File: src/rtl/hls_deadlock_report_collector.sv
// Confirms a deadlock once any monitor block flag stays high for CONFIRM_CYCLES
// cycles, latches the blocked set, and streams one report record per blocked monitor.
module hls_deadlock_report_collector #(
    parameter int NUM_MON        = 8,
    parameter int IDX_W          = 3,
    parameter int CONFIRM_CYCLES = 1024,
    parameter int CNT_W          = 11,
    parameter int TS_W           = 32
) (
    input  logic               clock,
    input  logic               reset,
    input  logic [NUM_MON-1:0] monitor_block,
    input  logic               clear,
    output logic               deadlock_flag,
    output logic               report_valid,
    input  logic               report_ready,
    output logic [IDX_W-1:0]   report_idx,
    output logic               report_last,
    output logic [TS_W-1:0]    report_cycle
);

    typedef enum logic [1:0] {IDLE, WATCH, REPORT, HALT} state_t;

    state_t             state_q;
    logic [CNT_W-1:0]   watch_cnt_q;
    logic [NUM_MON-1:0] mask_q;
    logic [TS_W-1:0]    ts_q;
    logic               flag_q;
    logic               valid_q;
    logic [IDX_W-1:0]   idx_q;
    logic               last_q;
    logic [TS_W-1:0]    cycle_q;

    logic               any_blk;
    logic               confirm;
    logic [NUM_MON-1:0] mask_pop_d;

    function automatic logic [IDX_W-1:0] lowest_set(input logic [NUM_MON-1:0] v);
        logic [IDX_W-1:0] r;
        r = '0;
        for (int i = NUM_MON - 1; i >= 0; i--) begin
            if (v[i]) r = IDX_W'(i);
        end
        return r;
    endfunction

    function automatic logic is_onehot(input logic [NUM_MON-1:0] v);
        return (v != '0) && ((v & (v - NUM_MON'(1))) == '0);
    endfunction

    assign any_blk    = |monitor_block;
    // Dropping the lowest set bit retires the record currently on the bus.
    assign mask_pop_d = mask_q & (mask_q - NUM_MON'(1));

    // The confirm edge samples the CONFIRM_CYCLES-th consecutive blocked cycle.
    assign confirm = any_blk &&
                     (((state_q == IDLE)  && (CONFIRM_CYCLES == 1)) ||
                      ((state_q == WATCH) && (watch_cnt_q == CNT_W'(CONFIRM_CYCLES - 1))));

    // NOTE: every state register here uses non-blocking assignment so all of them
    // update from the same pre-edge values, regardless of statement order.
    always_ff @(posedge clock) begin
        if (reset) begin
            state_q     <= IDLE;
            watch_cnt_q <= '0;
            mask_q      <= '0;
            ts_q        <= '0;
            flag_q      <= 1'b0;
            valid_q     <= 1'b0;
            idx_q       <= '0;
            last_q      <= 1'b0;
            cycle_q     <= '0;
        end else begin
            if (ts_q != '1) ts_q <= ts_q + TS_W'(1);

            if (clear) begin
                state_q     <= IDLE;
                watch_cnt_q <= '0;
                mask_q      <= '0;
                flag_q      <= 1'b0;
                valid_q     <= 1'b0;
                idx_q       <= '0;
                last_q      <= 1'b0;
            end else if (confirm) begin
                state_q     <= REPORT;
                watch_cnt_q <= '0;
                mask_q      <= monitor_block;
                cycle_q     <= ts_q;
                flag_q      <= 1'b1;
                valid_q     <= 1'b1;
                idx_q       <= lowest_set(monitor_block);
                last_q      <= is_onehot(monitor_block);
            end else begin
                case (state_q)
                    IDLE: begin
                        if (any_blk) begin
                            state_q     <= WATCH;
                            watch_cnt_q <= CNT_W'(1);
                        end
                    end
                    WATCH: begin
                        if (!any_blk) begin
                            state_q     <= IDLE;
                            watch_cnt_q <= '0;
                        end else begin
                            watch_cnt_q <= watch_cnt_q + CNT_W'(1);
                        end
                    end
                    REPORT: begin
                        if (report_ready) begin
                            mask_q <= mask_pop_d;
                            idx_q  <= lowest_set(mask_pop_d);
                            last_q <= is_onehot(mask_pop_d);
                            if (mask_pop_d == '0) begin
                                valid_q <= 1'b0;
                                state_q <= HALT;
                            end
                        end
                    end
                    default: ;
                endcase
            end
        end
    end

    assign deadlock_flag = flag_q;
    assign report_valid  = valid_q;
    assign report_idx    = idx_q;
    assign report_last   = last_q;
    assign report_cycle  = cycle_q;

endmodule

File: config.mk
export PLATFORM = sky130hd
export DESIGN_NAME = hls_deadlock_report_collector
export DESIGN_NICKNAME = d
export VERILOG_FILES = /design/src/rtl/hls_deadlock_report_collector.sv
export SDC_FILE = /design/constraint.sdc
export NUM_CORES = 1
export LEC_CHECK = 0
export BUFFER_PORTS_ARGS = -buffer_cell sky130_fd_sc_hd__buf_2
export CAP_MARGIN = 0
export CELL_PAD_IN_SITES_DETAIL_PLACEMENT = 0
export CELL_PAD_IN_SITES_GLOBAL_PLACEMENT = 1
export CORE_MARGIN = 5
export CORE_UTILIZATION = 40
export DETAILED_ROUTE_END_ITERATION = 16
export PLACE_DENSITY = 0.72
export SLEW_MARGIN = 20
export SYNTH_ARGS = -nofsm -noshare
export SYNTH_HDL_FRONTEND = slang
export SYNTH_SLANG_ARGS = --single-unit
File: constraint.sdc
create_clock -name clock -period 5.9 [get_ports clock]
set_input_delay 0.295 -clock clock [delete_from_list [all_inputs] [get_ports clock]]
set_output_delay 0.295 -clock clock [all_outputs]
set_load 0.01 [all_outputs]
==> impl_metrics.py <==
metrics = {
    "critical_path": {
        "worst_setup_path_end_kind": "flop",
        "worst-endpoint-required_ns": 6.10,
        "worstPathMaxFanout": 32,
        "worst-setup-path-type": "reg2reg",
        "timing.critical_path.arrival_ns": 2.98,
        "timing.critical_path.from_type": "flop",
    },
    "floorplanning": {
        "total_die_area_um2": 12400,
        "core_outline_area_um2": 10200,
        "fp.dieH_um": 112,
        "placement_rows": 37,
        "die_x_um": 112,
        "design.portCount": 50,
        "initial_core_util_pct": 40.5,
    },
    "synthesis": {
        "synth-edff-count": 0,
        "synth_nets": 530,
        "post_synth_main_area_contributors": "sky130_fd_sc_hd__dfxtp_1 44%, sky130_fd_sc_hd__nand2_1 8.8%, sky130_fd_sc_hd__a21oi_1 7.4%",
        "yosysSeqAreaShare_pct": 44.1,
        "post-synth-top-area-cell": "sky130_fd_sc_hd__dfxtp_1",
        "synthCells": 516,
        "yosys_warnings": 0,
        "leading_register_cell_type_out_of_synthesis": "sky130_fd_sc_hd__dfxtp_1",
        "ys_types": 55,
        "synth.top_cell.area_share_pct": 44.1,
        "async_reset_ff_share_pct": 0,
        "syn-mean-instance-area_um2": 8.00,
        "netlist_area_um2": 4130,
        "postSynthRegisterBits": 91,
    },
    "route": {
        "antenna_left": 0,
        "wirelength_met1_um": 4430,
        "finalWirelength_um": 9210,
        "via_count": 3599,
        "detailroute.wirelength.met3_um": 294,
        "number_of_optimization_iterations_in_the_first_detailed_route_pass": 4,
        "met2_length_um": 4400,
        "drt_iter0_markers": 204,
        "route.detailed.wl_per_inst_um": 13.4,
        "maxUsedRoutingLayer": "met4",
        "vias_per_cell": 5.22,
        "drcViolationCount": 0,
    },
    "clock_tree": {
        "clkSlewWorstSetupHoldPaths_ns": 0.09,
        "number_of_hold_repair_buffers_added_at_the_cts_stage": 0,
        "post_cts_resized": 0,
        "ctsLongestPathBuffers": 2,
        "cts_buffers": 9,
        "clock_sinks": 91,
        "post_cts_buffers": 0,
        "htree_levels": 3,
        "clock_tree_from_tritoncts": "yes",
        "clk_root_buffer_cell": "sky130_fd_sc_hd__clkbuf_8",
        "clock_latency_reported_for_the_late_side_of_the_worst_skew_pair_ns": 0.35,
    },
    "sta": {
        "timing.final.crit_share_pct": 47.1,
        "fmax_mhz": 360,
        "worst-slew-pin-transition_ns": 0.933,
        "timing_max_transition_violations_final": 0,
        "hold_viol_final": 0,
        "setup-tns-final_ns": 0,
        "report.final.setup_viol": 0,
        "max-slew-margin-rel_pct": 37.5,
        "rsz0062_at_grt": "false",
        "skew_ns": 0.0121,
        "minimum_clock_period_after_layout_ns": 2.78,
    },
    "outcome": {
        "run_status": "finished, final reports clean",
    },
    "power": {
        "power.static_leakage_nw": 1.77,
        "cellPowerDensity_nw_per_um2": 244,
        "ir_drop_mv": 0.0995,
    },
    "cells_and_area": {
        "drive_above_1_share_pct": 13.4,
        "mostFrequentLayoutCells": "97 x sky130_fd_sc_hd__nand2_1, 91 x sky130_fd_sc_hd__dfxtp_1, 61 x sky130_fd_sc_hd__a21oi_1",
        "antennaDiodeCount": 0,
        "postLayoutCoreUtil_pct": 45.8,
        "area_growth_syn_to_layout_pct": 13.0,
        "most_common_library_cell_in_the_layout_ignoring_fill_and_taps": "sky130_fd_sc_hd__nand2_1",
        "final_layout_fill_cell_count": 1054,
        "layout.nets": 563,
    },
    "worst_hold_path": {
        "worst_min_delay_path_class": "in2reg",
    },
    "global_routing": {
        "antenna_found_initial": 0,
        "first_global_vias": 3427,
        "global_route_wire_length_before_repair_um": 15900,
        "pin_count_of_the_biggest_net_entering_global_routing": 67,
        "grt_usage_pct": 14.9,
        "globalRouteOverflowTotal": 0,
    },
    "job": {
        "max_cap_viol_count": 0,
    },
    "placed_design": {
        "placed_wire_length_estimate_um": 6290,
        "port_buffers": 49,
        "place_congestion": 0.793,
    },
}
-- flip-flops by register name, summed over array words and instances, names as in the netlist --
register and cells:
report_cycle 32, ts_q 32, watch_cnt_q 11, mask_q 8, report_idx 3, state_q 2
deadlock_flag 1, report_last 1, report_valid 1
-- logic make-up after synthesis --
logic type | synth area share (%)
and+or+nand+nor | 27.9
buffers and inverters | 3.64
AOI/OAI and AO/OA | 17.0
muxes | 0.243
DFF | 44.1
xor gates and xnor gates | 5.94
adders and majority gates | 1.09
-- worst max-delay path, cell delays in order (launching register included) --
cell	delay, ns
sky130_fd_sc_hd__dfxtp_1	0.38
sky130_fd_sc_hd__ha_1	0.21
sky130_fd_sc_hd__nand3_1	0.18
sky130_fd_sc_hd__nor4_1	0.46
sky130_fd_sc_hd__nor3b_2	0.84
sky130_fd_sc_hd__nand2b_1	0.11
sky130_fd_sc_hd__buf_4	0.28
sky130_fd_sc_hd__nand2_1	0.11
sky130_fd_sc_hd__a21oi_1	0.06
-- cell type report --
cell class	count	area, um2	area share (%)
well taps	136	170	3.65
clock buffers	10	128	2.74
multi-input cells	391	2160	46.3
inverters	4	15.0	0.322
flip-flops and latches	91	1820	39.1
clock inverters	5	103	2.20
repair buffers	52	268	5.74
-- power by group --
group / internal (mW) / switching, mW / leakage, nW / total (mW)
sequential: 0.616 / 0.00252 / 0.734 / 0.619
clock: 0.279 / 0.209 / 0.112 / 0.488
combinational: 0.00984 / 0.0232 / 0.923 / 0.0330
total: 0.905 / 0.235 / 1.77 / 1.14
-- synthesized netlist by cell type (4+ instances only) --
master                       n
sky130_fd_sc_hd__nor4_1      7
sky130_fd_sc_hd__xnor2_1    12
sky130_fd_sc_hd__nand3_1    14
sky130_fd_sc_hd__o211ai_1    4
sky130_fd_sc_hd__or3_1       5
sky130_fd_sc_hd__a211oi_1    6
sky130_fd_sc_hd__and3_1     16
sky130_fd_sc_hd__nand2b_1    4
sky130_fd_sc_hd__o21ai_0    14
sky130_fd_sc_hd__dfxtp_1    91
sky130_fd_sc_hd__a21oi_1    61
sky130_fd_sc_hd__inv_1       4
sky130_fd_sc_hd__a2111oi_0   5
sky130_fd_sc_hd__nand4_1     9
sky130_fd_sc_hd__nand3b_1    4
sky130_fd_sc_hd__nor3_1      5
sky130_fd_sc_hd__nor3b_1     5
sky130_fd_sc_hd__and4_1      6
sky130_fd_sc_hd__nand2_1    97
sky130_fd_sc_hd__clkbuf_1   23
sky130_fd_sc_hd__nor2_1     59
sky130_fd_sc_hd__xor2_1     16
-- stage by stage --
step	setup slack (ns)	area, um2	cells	hold slack, ns	power (mW)
3_5_place_dp	3.17	4430	674	0.443	0.666
2_1_floorplan	3.80	4130	516	0.435	0.653
4_1_cts	3.12	4660	689	0.240	1.15
3_3_place_gp	3.20	4430	674	0.436	0.666
5_1_grt	2.73	4660	689	0.245	1.19
6_report	3.12	4660	689	0.256	1.14
-- final timing paths --
path | start | slack (ns) | cells after the start | to
max | watch_cnt_q[0]$_SDFFE_PP0P_ | 3.12 | 8 | report_cycle[23]$_SDFFE_PP0P_
min | monitor_block[5] | 0.26 | 3 | mask_q[5]$_SDFFE_PP0P_
max reg2reg | watch_cnt_q[0]$_SDFFE_PP0P_ | 3.12 | 8 | report_cycle[23]$_SDFFE_PP0P_
min reg2reg | report_cycle[30]$_SDFFE_PP0P_ | 0.45 | 2 | report_cycle[30]$_SDFFE_PP0P_
-- metal layers --
layer | up-vias | track usage [%]
li1 | 1865 | -
met1 | 1674 | 18.7
met5 | - | 0
met4 | 0 | 4.46
met3 | 7 | 3.32
met2 | 53 | 25.7
No activity file was read; power rests on OpenSTA's default activity.
